### src/rtl/id_operand_stage_pkg.sv
// Shared definitions for the decode/operand stage: widths, ALU NOP encodings,
// the all-zero data word and the stall FSM state type.
package id_operand_stage_pkg;

  localparam int DATA_W_DEF  = 32;
  localparam int ADDR_W_DEF  = 5;
  localparam int NUM_FWD_DEF = 3;

  localparam int ALUOP_W    = 8;
  localparam int ALUSEL_W   = 3;
  localparam int STALL_CNT_W = 16;

  localparam logic [ALUOP_W-1:0]  EXE_NOP_OP  = 8'b0000_0000;
  localparam logic [ALUSEL_W-1:0] EXE_RES_NOP = 3'b000;
  localparam logic [31:0]         ZERO_WORD   = 32'h0000_0000;

  localparam logic [STALL_CNT_W-1:0] STALL_CNT_MAX = 16'hFFFF;

  typedef enum logic {
    S_RUN   = 1'b0,
    S_STALL = 1'b1
  } state_t;

endpackage

### src/rtl/id_operand_stage_fwd_mux.sv
// Operand resolution for one read port: immediate, hardwired zero register,
// prioritised forwarding (index 0 youngest) or register-file data. Also flags
// when the winning forwarding source is a load whose data is not ready yet.
module fwd_mux
  import id_operand_stage_pkg::*;
#(
  parameter int DATA_W  = DATA_W_DEF,
  parameter int ADDR_W  = ADDR_W_DEF,
  parameter int NUM_FWD = NUM_FWD_DEF
) (
  input  logic                      read_en,
  input  logic [ADDR_W-1:0]         addr,
  input  logic [DATA_W-1:0]         reg_data,
  input  logic [DATA_W-1:0]         imm,
  input  logic [NUM_FWD-1:0]        fwd_wreg,
  input  logic [NUM_FWD*ADDR_W-1:0] fwd_wd,
  input  logic [NUM_FWD*DATA_W-1:0] fwd_wdata,
  input  logic [NUM_FWD-1:0]        fwd_is_load,
  output logic [DATA_W-1:0]         data,
  output logic                      load_hit
);

  // Select the operand source; scanning from the oldest source down lets the
  // youngest matching source overwrite and therefore win.
  always_comb begin
    // NOTE: every output gets a default first so no path leaves it unassigned,
    // which would otherwise infer a latch.
    data     = reg_data;
    load_hit = 1'b0;
    if (!read_en) begin
      data = imm;
    end else if (addr == '0) begin
      data = DATA_W'(ZERO_WORD);
    end else begin
      for (int k = NUM_FWD - 1; k >= 0; k--) begin
        if (fwd_wreg[k] && (fwd_wd[k*ADDR_W +: ADDR_W] == addr)) begin
          data     = fwd_wdata[k*DATA_W +: DATA_W];
          load_hit = fwd_is_load[k];
        end
      end
    end
  end

endmodule

### src/rtl/id_operand_stage.sv
// Decode-to-execute operand stage: resolves both operands with forwarding,
// detects load-use hazards, and holds the result in a valid/ready output
// register. A small RUN/STALL FSM tracks stalls; a saturating counter
// records stall cycles.
module id_operand_stage
  import id_operand_stage_pkg::*;
#(
  parameter int DATA_W  = DATA_W_DEF,
  parameter int ADDR_W  = ADDR_W_DEF,
  parameter int NUM_FWD = NUM_FWD_DEF
) (
  input  logic                      clk,
  input  logic                      rst,
  input  logic                      valid_i,
  output logic                      ready_o,
  input  logic                      reg1_read_i,
  input  logic                      reg2_read_i,
  input  logic [ADDR_W-1:0]         reg1_addr_i,
  input  logic [ADDR_W-1:0]         reg2_addr_i,
  input  logic [DATA_W-1:0]         imm_i,
  input  logic [ADDR_W-1:0]         wd_i,
  input  logic                      wreg_i,
  input  logic [ALUOP_W-1:0]        aluop_i,
  input  logic [ALUSEL_W-1:0]       alusel_i,
  input  logic [DATA_W-1:0]         reg1_data_i,
  input  logic [DATA_W-1:0]         reg2_data_i,
  input  logic [NUM_FWD-1:0]        fwd_wreg_i,
  input  logic [NUM_FWD*ADDR_W-1:0] fwd_wd_i,
  input  logic [NUM_FWD*DATA_W-1:0] fwd_wdata_i,
  input  logic [NUM_FWD-1:0]        fwd_is_load_i,
  input  logic                      flush_i,
  output logic                      valid_o,
  input  logic                      ready_i,
  output logic [DATA_W-1:0]         reg1_o,
  output logic [DATA_W-1:0]         reg2_o,
  output logic [ADDR_W-1:0]         wd_o,
  output logic                      wreg_o,
  output logic [ALUOP_W-1:0]        aluop_o,
  output logic [ALUSEL_W-1:0]       alusel_o,
  output logic                      stall_req_o,
  output logic [STALL_CNT_W-1:0]    stall_cnt_o
);

  logic [DATA_W-1:0] reg1_res;
  logic [DATA_W-1:0] reg2_res;
  logic              reg1_load_hit;
  logic              reg2_load_hit;
  logic              hazard;
  logic              capture;
  state_t            state;

  fwd_mux #(
    .DATA_W (DATA_W),
    .ADDR_W (ADDR_W),
    .NUM_FWD(NUM_FWD)
  ) u_fwd_mux_reg1 (
    .read_en    (reg1_read_i),
    .addr       (reg1_addr_i),
    .reg_data   (reg1_data_i),
    .imm        (imm_i),
    .fwd_wreg   (fwd_wreg_i),
    .fwd_wd     (fwd_wd_i),
    .fwd_wdata  (fwd_wdata_i),
    .fwd_is_load(fwd_is_load_i),
    .data       (reg1_res),
    .load_hit   (reg1_load_hit)
  );

  fwd_mux #(
    .DATA_W (DATA_W),
    .ADDR_W (ADDR_W),
    .NUM_FWD(NUM_FWD)
  ) u_fwd_mux_reg2 (
    .read_en    (reg2_read_i),
    .addr       (reg2_addr_i),
    .reg_data   (reg2_data_i),
    .imm        (imm_i),
    .fwd_wreg   (fwd_wreg_i),
    .fwd_wd     (fwd_wd_i),
    .fwd_wdata  (fwd_wdata_i),
    .fwd_is_load(fwd_is_load_i),
    .data       (reg2_res),
    .load_hit   (reg2_load_hit)
  );

  // A load still in flight feeding either operand blocks the instruction.
  assign hazard      = valid_i & (reg1_load_hit | reg2_load_hit);
  // Reset silences both pipeline-control outputs; flush overrides a hazard.
  assign stall_req_o = ~rst & hazard & ~flush_i;
  assign ready_o     = ~rst & (flush_i | (~hazard & (~valid_o | ready_i)));
  assign capture     = valid_i & ready_o & ~flush_i;

  // Stall tracking FSM: enter STALL on an unflushed hazard, leave once clear.
  // NOTE: sequential state uses non-blocking assignments so every register
  // samples pre-edge values, independent of block ordering.
  always_ff @(posedge clk) begin
    if (rst) begin
      state <= S_RUN;
    end else if (flush_i) begin
      state <= S_RUN;
    end else begin
      case (state)
        S_RUN:   if (hazard)  state <= S_STALL;
        S_STALL: if (!hazard) state <= S_RUN;
        default: state <= S_RUN;
      endcase
    end
  end

  // Output register: flush drops the entry, capture loads, a consumed entry
  // with nothing new becomes a bubble, back-pressure holds everything.
  always_ff @(posedge clk) begin
    if (rst) begin
      valid_o  <= 1'b0;
      reg1_o   <= DATA_W'(ZERO_WORD);
      reg2_o   <= DATA_W'(ZERO_WORD);
      wd_o     <= '0;
      wreg_o   <= 1'b0;
      aluop_o  <= EXE_NOP_OP;
      alusel_o <= EXE_RES_NOP;
    end else if (flush_i) begin
      valid_o <= 1'b0;
      wreg_o  <= 1'b0;
    end else if (capture) begin
      valid_o  <= 1'b1;
      reg1_o   <= reg1_res;
      reg2_o   <= reg2_res;
      wd_o     <= wd_i;
      wreg_o   <= wreg_i;
      aluop_o  <= aluop_i;
      alusel_o <= alusel_i;
    end else if (ready_i) begin
      valid_o <= 1'b0;
      wreg_o  <= 1'b0;
    end
  end

  // Saturating count of cycles spent requesting a load-use stall.
  always_ff @(posedge clk) begin
    if (rst) begin
      stall_cnt_o <= '0;
    end else if (stall_req_o && (stall_cnt_o != STALL_CNT_MAX)) begin
      stall_cnt_o <= stall_cnt_o + 1'b1;
    end
  end

endmodule

### config.mk
export PLATFORM = sky130hd
export DESIGN_NAME = id_operand_stage
export DESIGN_NICKNAME = d
export VERILOG_FILES = /design/src/rtl/id_operand_stage_pkg.sv /design/src/rtl/id_operand_stage_fwd_mux.sv /design/src/rtl/id_operand_stage.sv
export SDC_FILE = /design/constraint.sdc
export NUM_CORES = 1
export LEC_CHECK = 0
export ABC_AREA = 1
export BUFFER_PORTS_ARGS = -buffer_cell sky130_fd_sc_hd__buf_4
export CAP_MARGIN = 5
export CORE_AREA = 2 2 181 183
export CTS_CLUSTER_SIZE = 14
export DETAILED_ROUTE_END_ITERATION = 8
export DIE_AREA = 0 0 183 185
export PLACE_DENSITY = 0.52
export SLEW_MARGIN = 40
export SYNTH_ARGS = -nofsm -noshare
export SYNTH_HDL_FRONTEND = slang
export SYNTH_SLANG_ARGS = --single-unit
### constraint.sdc
create_clock -name clk -period 2.3 [get_ports clk]
set_input_delay 0.345 -clock clk [delete_from_list [all_inputs] [get_ports clk]]
set_output_delay 0.345 -clock clk [all_outputs]
set_load 0.01 [all_outputs]
==> results.txt, run 1 <==
CP Max Fanout = 5
H-tree Lvls = 3
Root buffer cell = clkbuf_16
Met3 usage = 6.193%
Pleak = 0.006538 µW
CTS Sinks = 98
Via density = 4.574
Core Rows = 66
Seq cells post-synth = 98
DRC = 0
Achievable Freq = 459.0 MHz
Wire length per cell = 16.79 µm
Period utilisation layout = 94.72%
Cell Pwr Density = 428.7 nW/µm²
Max stage delay on crit path = 0.26 ns
Hold buffers post-CTS = 0
Port bufs = 346
CTS tree = done
Slew headroom = 65.40%
Initial Util = 24.56%
Share of cells above drive strength 1 = 23.86%
Vias = 10,120
GRT Total Usage = 21.66%
Global-route wire length before repair = 56,110 µm
Overall routed net length = 37,150 µm
Hold Path Class = primary input to register
Synthesized area per cell = 5.314 µm²
Final ANT Viol Nets = 0
Net Count, Synth = 1,729
Layer with the highest usage = met2
Num CTS Buffers = 9
Fin nets = 2,046
Unrepaired setup endpoints after global routing = no
Total power = 4874 µW
DP HPWL = 28,590 µm
Ports = 347
Worst Tran Pin Value = 0.5184 ns
Die X-Extent = 183 µm
Syn Inst Count = 1,481
Top delay family on crit path = simple AND/OR/NAND/NOR gates
Cell repeated most along the worst path = nand2_1
CTS Buffer Depth = 2
Clock slew seen by the registers of the worst setup and hold paths = 0.07 ns
Worst R2R Setup Slack = 0.42 ns
Yosys cell types = 26
Worst setup SP type = primary input
1st-iter DRT viols = 528
Height of the die = 185 µm
Status = completed
Area grow syn2layout = 44.48%
Die area = 33,860 µm²
First-pass detailed-route iteration total = 6
Setup Skew = 0.006346 ns
Final hold viol count = 0
VDD IR-drop max = 0.0003627 V
Setup total negative slack = 0 ns
CP Class = primary input to output pin
CP required = 1.96 ns
Minimum clock period = 2.179 ns
Worst-path cell with the longest stage delay = a21oi_1
Crit. End Element = output pin
GPL Wtd Cong = 0.9115
Slew Limit Fails = 0
Core footprint = 32,040 µm²
Max cap viols = 0
Pin count of the biggest net entering global routing = 55
Yosys warns = 0
Mapped Area = 7870 µm²
Clock Latency Late Sink = 0.36 ns
Vias in the first global route = 9,920
Initial antenna violation count = 3
CP Cell Sequence = buf_4 -> inv_2 -> nand2_1 -> a21oi_1 -> nand2_1 -> nor2_4 -> nor2_1 -> nand2_1 -> nand2_1 -> nand2_2 -> nand2_2 -> buf_4 -> nor2_1 -> buf_4
WP buf/inv = 4
Overflow after GRT = 0
Met1 GRT Util = 25.09%
# setup viols final = 0
GR Util met2 = 38.92%
Crit path DAT = 1.83 ns
Seq/Total Area, Yosys = 24.93%
repair_timing:
| action | in CTS | in global routing |
|---|---|---|
| endpoints found under the hold margin | 0 | 0 |
| setup buffers | 0 | 2 |
| resized for setup | 0 | 3 |
| endpoints found under the setup margin | 0 | 2 |
Yosys cell counts, drive strengths merged:
| cell | n | share of area [%] |
|---|---|---|
| buf | 25 | 2.2 |
| a21oi | 79 | 5.0 |
| dfxtp | 98 | 25 |
| nand3 | 82 | 5.5 |
| ha | 1 | 0.16 |
| a21boi | 1 | 0.095 |
| nand4 | 19 | 1.5 |
| and3 | 1 | 0.080 |
| inv | 226 | 11 |
| xnor2 | 4 | 0.45 |
| clkbuf | 56 | 2.7 |
| o21ai | 11 | 0.70 |
| o211ai | 64 | 6.1 |
| xor2 | 11 | 1.2 |
| nor2 | 214 | 10 |
| nor3 | 5 | 0.38 |
| nand2 | 584 | 28 |
state kept, by name, summed over array words and instances, names as in the netlist:
name         cells
wd_o             5
wreg_o           1
stall_cnt_o     16
reg1_o          32
reg2_o          32
aluop_o          8
valid_o          1
alusel_o         3
layer usage:
| layer | vias to the layer above | routed length [µm] |
|---|---|---|
| met2 | 389 | 18000 |
| met1 | 4553 | 15100 |
| met3 | 38 | 3270 |
| met4 | 2 | 765 |
| li1 | 5136 | - |
| met5 | - | 16 |
worst min-delay path: stages:
cell and delay, ns:
buf_4 0.08, nor2_1 0.03, nor2_1 0.08
cell families (layout without fill, tap and decap cells):
family / after synthesis / in the layout / synth area share (%)
AND/OR/NAND/NOR: 905 / 905 / 45.66
buffers and inverters: 307 / 628 / 15.66
AO/OA/AOI/OAI: 155 / 155 / 11.92
flip-flops: 98 / 98 / 24.93
XOR/XNOR: 15 / 15 / 1.669
adder cells (fa/ha/maj): 1 / 1 / 0.1590
other: 0 / 2 / 0
placed cells by master (no fill, tap or decap), drive strengths merged:
master | netlist | routed
nand2 | 584 | 584
buf | 25 | 387
inv | 226 | 226
nor2 | 214 | 214
dfxtp | 98 | 98
nand3 | 82 | 82
a21oi | 79 | 79
o211ai | 64 | 64
nand4 | 19 | 19
xor2 | 11 | 11
clkbuf | 56 | 11
o21ai | 11 | 11
nor3 | 5 | 5
xnor2 | 4 | 4
diode | 0 | 2
clkinv | 0 | 2
a21boi | 1 | 1
and3 | 1 | 1
ha | 1 | 1
bufinv | 0 | 1
clkinvlp | 0 | 1
report_power, final:
group	internal [µW]	switching [µW]
Clock	898	704
Combinational	654	799
Sequential	1780	44.1
metrics by stage:
| stage | std cells | util (%) | area, µm² | hold slack (ns) | worst slack, ns |
|---|---|---|---|---|---|
| 6_report | 2212 | 35.49 | 11370 | 0.2038 | 0.1214 |
| 5_1_grt | 2212 | 35.49 | 11370 | 0.1946 | 0.004093 |
| 4_1_cts | 2208 | 35.40 | 11340 | 0.1921 | 0.07597 |
| 3_5_place_dp | 2193 | 34.45 | 11040 | 0.4964 | 0.03495 |
| 3_3_place_gp | 2193 | 34.45 | 11040 | 0.4954 | 0.01166 |
| 2_1_floorplan | 1481 | - | 7870 | 0.4799 | 0.4640 |
final cells by class:
type                            count  area [µm²]
Fill cell                        3588       20670
Multi-Input combinational cell   1076        4736
Timing Repair Buffer              387        3005
Sequential cell                    98        1962
Inverter                          226       848.3
Tap cell                          408       510.5
Clock buffer                       11       252.7
Clock inverter                      4       51.30
Antenna cell                        2       5.005
path summary, 6_finish.rpt:
check                                                   from                            to  cells after the start
worst min-delay path                              aluop_i[6]       aluop_o[6]$_SDFFE_PP0P_                      3
worst min register to register  stall_cnt_o[14]$_SDFFE_PP0P_  stall_cnt_o[14]$_SDFFE_PP0P_                      2
worst max register to register   stall_cnt_o[1]$_SDFFE_PP0P_   stall_cnt_o[1]$_SDFFE_PP0P_                     11
worst max-delay path                          reg1_addr_i[3]                   stall_req_o                     14
Note: power is estimated with default switching activity, not from simulation.
==> run 2, diff against run 1 <==
--- a/config.mk
+++ b/config.mk
@@ -8,11 +8,11 @@
 export ABC_AREA = 1
 export BUFFER_PORTS_ARGS = -buffer_cell sky130_fd_sc_hd__buf_4
 export CAP_MARGIN = 5
-export CORE_AREA = 2 2 181 183
+export CORE_AREA = 2 2 134 136
 export CTS_CLUSTER_SIZE = 14
 export DETAILED_ROUTE_END_ITERATION = 8
-export DIE_AREA = 0 0 183 185
-export PLACE_DENSITY = 0.52
+export DIE_AREA = 0 0 136 138
+export PLACE_DENSITY = 0.82
 export SLEW_MARGIN = 40
 export SYNTH_ARGS = -nofsm -noshare
 export SYNTH_HDL_FRONTEND = slang
==> run 2 against run 1 <==
Net effect: first-iteration DRC count is 39% higher; wire length is 11% lower; register-to-register slack worse by 0.05 ns; combinational power hardly changed; design area is 2.7% lower; power is 3.7% lower; die area is 45% lower; cell count is 8.3% lower; critical path depth is 1 higher; sequential share of layout area is 0.48 points higher; utilization is 28 points higher; critical path type unchanged; largest cell class unchanged; largest power group unchanged.
==> results.txt, run 2 (synthesis gave the netlist of run 1 again) <==
Global-route wire length before repair = 50,780 µm (-9.5%)
VDD IR-drop max = 0.0004303 V (+19%)
Hold buffers post-CTS = 0 (unchanged)
# setup viols final = 0 (unchanged)
Fin nets = 2,042 (-0.20%)
Worst R2R Path Depth = 10 (-1)
Final ANT Viol Nets = 0 (unchanged)
Overflow after GRT = 0 (unchanged)
Total power = 4696 µW (-3.7%)
Worst R2R Setup Slack = 0.37 ns (-0.05 ns)
CP Cell Sequence = buf_4 -> inv_1 -> nand2_1 -> nand2_1 -> nor2_1 -> nand3_2 -> nor2_1 -> nand2_1 -> nand2_1 -> nand2_1 -> nand2_2 -> nand2_2 -> buf_4 -> nor2_1 -> buf_4
CTS tree = done
Minimum clock period = 2.155 ns (-0.02337 ns)
Slew Limit Fails = 0 (unchanged)
Area grow syn2layout = 40.60%
Cell Pwr Density = 424.4 nW/µm² (-1.0%)
Hold Path Class = primary input to register
DRC = 0 (unchanged)
Root buffer cell = clkbuf_16
1st-iter DRT viols = 733 (+39%)
Period utilisation layout = 93.71% (-1.0 points)
Clock Latency Late Sink = 0.35 ns (about the same)
Worst Tran Pin Value = 0.4350 ns (-0.08339 ns)
Pin count of the biggest net entering global routing = 53 (-3.6%)
Worst reg2reg path endpoint = stall_cnt_o[5]$_SDFFE_PP0P_
Post-DP Area = 10,780 µm² (-2.4%)
Status = completed
Fin worst setup slack = 0.1447 ns (+0.02337 ns)
Pleak = 0.006500 µW (-0.58%)
Most frequent cells in the layout = nand2_1, buf_4, inv_1
Largest regs = reg1_o: 32 flops, reg2_o: 32 flops, stall_cnt_o: 16 flops
Overall routed net length = 33,040 µm (-11%)
Final hold viol count = 0 (unchanged)
Height of the die = 138 µm (-25%)
Worst-path cell with the longest stage delay = buf_4
Worst Setup SP = reg1_addr_i[4]
Core footprint = 17,530 µm² (-45%)
Achievable Freq = 464.0 MHz (+1.1%)
Unrepaired setup endpoints after global routing = no
CTS Sinks = 98 (unchanged)
Initial Util = 44.88% (+20 points)
Worst setup path end = stall_req_o
Clock slew seen by the registers of the worst setup and hold paths = 0.07 ns (about the same)
Setup total negative slack = 0 ns (unchanged)
CP required = 1.96 ns (about the same)
Design area = 11,070 µm² (-2.7%)
H-tree Lvls = 3 (unchanged)
DP HPWL = 25,490 µm (-11%)
GPL Wtd Cong = 1.016 (+11%)
First-pass detailed-route iteration total = 6 (unchanged)
Hold_ws = 0.2074 ns (+0.003624 ns)
Slew headroom = 71.00% (+5.6 points)
GRT Total Usage = 34.38% (+13 points)
Core Rows = 49 (-26%)
Wire length per cell = 16.28 µm (-3.0%)
Cell repeated most along the worst path = nand2_1
Crit. End Element = output pin
Die area = 18,770 µm² (-45%)
Die X-Extent = 136 µm (-26%)
Max stage delay on crit path = 0.15 ns (-0.11 ns)
Initial antenna violation count = 2 (-1)
CTS Buffer Depth = 2 (unchanged)
Worst slack at placement = 0.1370 ns (+0.1021 ns)
CP Class = primary input to output pin
Max cap viols = 0 (unchanged)
Setup Skew = 0.007400 ns (+0.001055 ns)
Share of cells above drive strength 1 = 23.64% (-0.23 points)
Num CTS Buffers = 9 (unchanged)
Commonest non-fill, non-tap cell in the layout = nand2_1
Port bufs = 346 (unchanged)
Reg2reg start = stall_cnt_o[0]$_SDFFE_PP0P_
Ports = 347 (unchanged)
Vias in the first global route = 9,759 (-1.6%)
Via density = 5.062 (+11%)
Crit path DAT = 1.81 ns (-0.02 ns)
CP Max Fanout = 5 (unchanged)
Worst setup SP type = primary input
Vias = 10,270 (+1.5%)
-- run 2: report_power, final --
group / total [µW] / switching (µW) / internal (µW)
Clock: 1440 / 674 / 763
Combinational: 1440 / 787 / 650
Sequential: 1820 / 46.3 / 1780
-- run 2: timing repair --
item	CTS	global route
resized for setup	0	2
setup buffers	0	0
endpoints found under the setup margin	0	1
hold endpoints to repair	0	0
-- run 2: final cells by class --
cell class              instances  area (µm²)
diodes                          2       5.005
clock buffers                  10       239.0
clock inverters                 5       38.79
fillers                      1771        6469
inverters                     226       848.3
multi-input cells            1076        4723
flip-flops and latches         98        1962
well taps                     229       286.5
repair buffers                383        2963
-- run 2: critical path, delay by kind of cell --
| family | cells | cell delay, ns |
|---|---|---|
| and+or+nand+nor | 11 | 0.98 |
| buffers and inverters | 4 | 0.48 |
-- run 2: how the worst min path moves through the flow --
stage	startpoint	end	cells past startpoint
6_report	aluop_i[0]	aluop_o[0]$_SDFFE_PP0P_	3
3_5_place_dp	stall_cnt_o[9]$_SDFFE_PP0P_	stall_cnt_o[9]$_SDFFE_PP0P_	2
2_1_floorplan	aluop_i[0]	aluop_o[0]$_SDFFE_PP0P_	2
3_3_place_gp	stall_cnt_o[9]$_SDFFE_PP0P_	stall_cnt_o[9]$_SDFFE_PP0P_	2
5_1_grt	aluop_i[1]	aluop_o[1]$_SDFFE_PP0P_	3
4_1_cts	aluop_i[0]	aluop_o[0]$_SDFFE_PP0P_	3
-- run 2: metrics by stage --
step,std cells,utilization [%]
6_report,2029,63.11
5_1_grt,2029,63.11
4_1_cts,2027,63.05
3_5_place_dp,2012,61.47
3_3_place_gp,2012,61.47
2_1_floorplan,1481,-
-- run 2: per-layer routing --
metal	vias to the layer above	track usage (%)	share of wire (%)
met5	-	0	0
met4	0	19.63	6.1
met3	114	8.287	8.9
met2	506	57.50	46
met1	4511	39.75	39
li1	5140	-	-
==> run 3, diff against run 2 <==
--- a/config.mk
+++ b/config.mk
@@ -8,12 +8,13 @@
 export ABC_AREA = 1
 export BUFFER_PORTS_ARGS = -buffer_cell sky130_fd_sc_hd__buf_4
 export CAP_MARGIN = 5
-export CORE_AREA = 2 2 134 136
+export CORE_AREA = 2 2 136 138
 export CTS_CLUSTER_SIZE = 14
 export DETAILED_ROUTE_END_ITERATION = 8
-export DIE_AREA = 0 0 136 138
-export PLACE_DENSITY = 0.82
+export DIE_AREA = 0 0 138 140
+export PLACE_DENSITY = 0.86
 export SLEW_MARGIN = 40
 export SYNTH_ARGS = -nofsm -noshare
 export SYNTH_HDL_FRONTEND = slang
+export SYNTH_HIERARCHICAL = 1
 export SYNTH_SLANG_ARGS = --single-unit
==> run 3 against run 2 <==
Net effect: critical path type unchanged; power rose by 7.8%; combinational power rose by 12%; critical endpoint unchanged; synthesized cell count rose by 10%; cell count rose by 7.5%.
==> results.txt, run 3 <==
Overflow after GRT = 0 (unchanged)
Dpl cells = 2,164 (+7.6%)
Sequential cell area = 1962 µm² (unchanged)
# setup viols final = 0 (unchanged)
Worst reg2reg path endpoint = stall_cnt_o[9]$_SDFFE_PP0P_
Syn Inst Count = 1,635 (+10%)
Footprint of the multi-input gates = 5162 µm² (+9.3%)
Met1 wire length = 13,410 µm (+5.0%)
Number of synthesized flops with an enable pin = 0 (unchanged)
Yosys top cell area share = 22.43% (-5.3 points)
Most frequent cells in the layout = nand2_1, buf_4, inv_1
GPL Wtd Cong = 0.9652 (-5.0%)
Largest regs = reg1_o: 32 flops, reg2_o: 32 flops, stall_cnt_o: 16 flops
Net Count, Synth = 1,883 (+8.9%)
Num CTS Buffers = 9 (unchanged)
Crit. End Element = output pin
CP Class = primary input to output pin
Pleak = 0.006946 µW (+6.9%)
Synthesized area per cell = 5.349 µm² (+0.66%)
Minimum clock period = 2.226 ns (+0.07068 ns)
Initial antenna violation count = 0 (-2)
DRC = 0 (unchanged)
Seq/Total Area, Yosys = 22.43% (-2.5 points)
Port bufs = 346 (unchanged)
Worst R2R Path Depth = 7 (-3)
CTS Buffer Depth = 2 (unchanged)
Yosys cell types = 29 (+12%)
Core footprint = 17,780 µm² (+1.4%)
Commonest non-fill, non-tap cell in the layout = nand2_1
CTS tree = done
Hold Crit Start = alusel_i[2]
Seq cells post-synth = 98 (unchanged)
Layout filler cell count = 1,693 (-4.4%)
Period utilisation layout = 96.78% (+3.1 points)
Seq pwr share = 35.9% (-2.9 points)
Height of the die = 140 µm (+1.4%)
Global-route wire length before repair = 52,380 µm (+3.2%)
CP required = 1.96 ns (about the same)
Clock power share = 32.0% (+1.4 points)
Total power = 5061 µW (+7.8%)
Worst-path cell with the longest stage delay = nor2_4
GRT Total Usage = 33.37% (-1.0 points)
Ports = 347 (unchanged)
Status = completed
CP Cell Sequence = buf_6 -> inv_4 -> nand2_2 -> nand2_2 -> nor3_2 -> nand2_1 -> nor2_4 -> nand3b_1 -> nand2_1 -> inv_2 -> o21ai_4 -> buf_6 -> buf_4 -> nor2_4 -> buf_6
Setup total negative slack = 0 ns (unchanged)
First-pass detailed-route iteration total = 5 (-1)
Max stage delay on crit path = 0.16 ns (about the same)
Core Rows = 49 (unchanged)
Unrepaired setup endpoints after global routing = yes
Hold Crit Depth = 3 (unchanged)
Comb pwr share = 32.1% (+1.5 points)
Vias in the first global route = 10,010 (+2.6%)
Cell Pwr Density = 422.0 nW/µm² (-0.56%)
Fin nets = 2,196 (+7.5%)
Fraction of registers with async set/reset = 0% (unchanged)
Share of cells above drive strength 1 = 25.76% (+2.1 points)
VDD IR-drop max = 0.0004453 V (+3.5%)
Clock Latency Late Sink = 0.35 ns (about the same)
Hold buffers post-CTS = 0 (unchanged)
Worst setup SP type = primary input
Antenna Cells = 0 (-2)
Die X-Extent = 138 µm (+1.5%)
Final ANT Viol Nets = 0 (unchanged)
Sw frac = 32.31% (+0.22 points)
DP HPWL = 25,390 µm (-0.39%)
Highest routed metal layer = met4
Internal power = 3426 µW (+7.4%)
WHS Endpoint = alusel_o[2]$_SDFFE_PP0P_
Synth top area cells = dfxtp_1, nand2_1, inv_1
Pin count of the biggest net entering global routing = 65 (+23%)
1st-iter DRT viols = 1,135 (+55%)
Cell repeated most along the worst path = buf_6
Clock slew seen by the registers of the worst setup and hold paths = 0.07 ns (about the same)
Initial Util = 49.19% (+4.3 points)
Commonest cells in the netlist = nand2_1, inv_1, nor2_1, dfxtp_1, a21oi_1
Wire length per cell = 15.56 µm (-4.4%)
Vias = 11,210 (+9.1%)
Max cap viols = 0 (unchanged)
Area grow syn2layout = 37.11%
Metal2 WL = 15,800 µm (+3.2%)
H-tree Lvls = 3 (unchanged)
Die area = 19,320 µm² (+2.9%)
Worst Tran Pin Value = 0.8619 ns (+0.4269 ns)
Root buffer cell = clkbuf_16
Achievable Freq = 449.2 MHz (-3.2%)
Fin cells = 2,182 (+7.5%)
Leading register cell type out of synthesis = dfxtp_1
Reg2reg start = stall_cnt_o[0]$_SDFFE_PP0P_
Switching power of the nets = 1635 µW (+8.5%)
Hold Path Class = primary input to register
Final hold viol count = 0 (unchanged)
Mapped Area = 8746 µm² (+11%)
Yosys warns = 6 (+6)
Worst R2R Setup Slack = 0.49 ns (+0.12 ns)
CP Max Fanout = 5 (unchanged)
Area leader, netlist = dfxtp_1
Via density = 5.136 (+1.5%)
Count leader, synth = nand2_1
CTS Sinks = 98 (unchanged)
Crit path DAT = 1.88 ns (+0.07 ns)
WL met3 = 3325 µm (+14%)
Final core occ = 67.45% (+4.3 points)
Overall routed net length = 33,960 µm (+2.8%)
Setup Skew = 0.007282 ns (-0.0001180 ns)
Slew headroom = 42.54% (-28 points)
Slew Limit Fails = 0 (unchanged)
==> run 3: worst max-delay path by stage <==
stage | start | to | slack, ns | cells past startpoint
final | reg2_addr_i[3] | stall_req_o | 0.07 | 15
after global routing | fwd_wd_i[6] | ready_o | -0.10 | 17
after CTS | reg1_addr_i[3] | ready_o | 0.04 | 15
after detailed placement | reg1_addr_i[3] | reg2_o[29]$_SDFFE_PP0P_ | -0.18 | 16
after global placement | reg2_addr_i[3] | reg1_o[0]$_SDFFE_PP0P_ | -0.16 | 16
after floorplan | fwd_wd_i[1] | aluop_o[0]$_SDFFE_PP0P_ | 0.04 | 18
==> run 3: cell families after synthesis <==
logic type	synth area share [%]
compound gates	9.757
flops	22.43
fa+ha+maj	0.1430
xor+xnor	0.7010
simple gates	46.75
buf+inv	20.21
==> run 3: repair_timing <==
item | 4_1_cts | 5_1_grt
resized for setup | 1 | 31
hold endpoints to repair | 0 | 0
setup buffers | 0 | 2
setup endpoints to repair | 1 | 37
pin swaps | 0 | 19
==> run 3: stage by stage <==
stage | setup WS (ns) | hold WS [ns] | area [µm²]
after global placement | -0.1611 | 0.4636 | 11550
after CTS | 0.03871 | 0.2102 | 11870
after floorplan | 0.04256 | 0.4141 | 8746
final | 0.07405 | 0.2199 | 11990
after detailed placement | -0.1820 | 0.4725 | 11550
after global routing | -0.1026 | 0.2377 | 11990
==> run 3: metal layers <==
| metal | vias to the layer above | global-route usage, % |
|---|---|---|
| met3 | 87 | 6.735 |
| met1 | 4914 | 42.44 |
| met5 | - | 0 |
| li1 | 5559 | - |
| met4 | 0 | 13.91 |
| met2 | 646 | 55.37 |
==> run 3: layout make-up <==
cell class,count,area share [%]
Clock inverter,4,0.4800
Clock buffer,12,2.222
Tap cell,229,2.389
Timing Repair Buffer,395,25.68
Multi-Input combinational cell,1135,43.05
Inverter,309,9.818
Sequential cell,98,16.36
==> run 3: power by group through the flow <==
stage | Clock (µW) | Sequential [µW] | Combinational [µW]
2_1_floorplan | 0 | 1890 | 772
3_3_place_gp | 0 | 1850 | 1540
3_5_place_dp | 0 | 1860 | 1560
4_1_cts | 1650 | 1820 | 1570
5_1_grt | 1710 | 1830 | 1780
6_report | 1620 | 1820 | 1620
==> run 3: worst max-delay path: cells and delay by family <==
family / cells / cell delay (ns)
and+or+nand+nor: 8 / 0.87
buffers and inverters: 6 / 0.57
AOI/OAI and AO/OA: 1 / 0.08
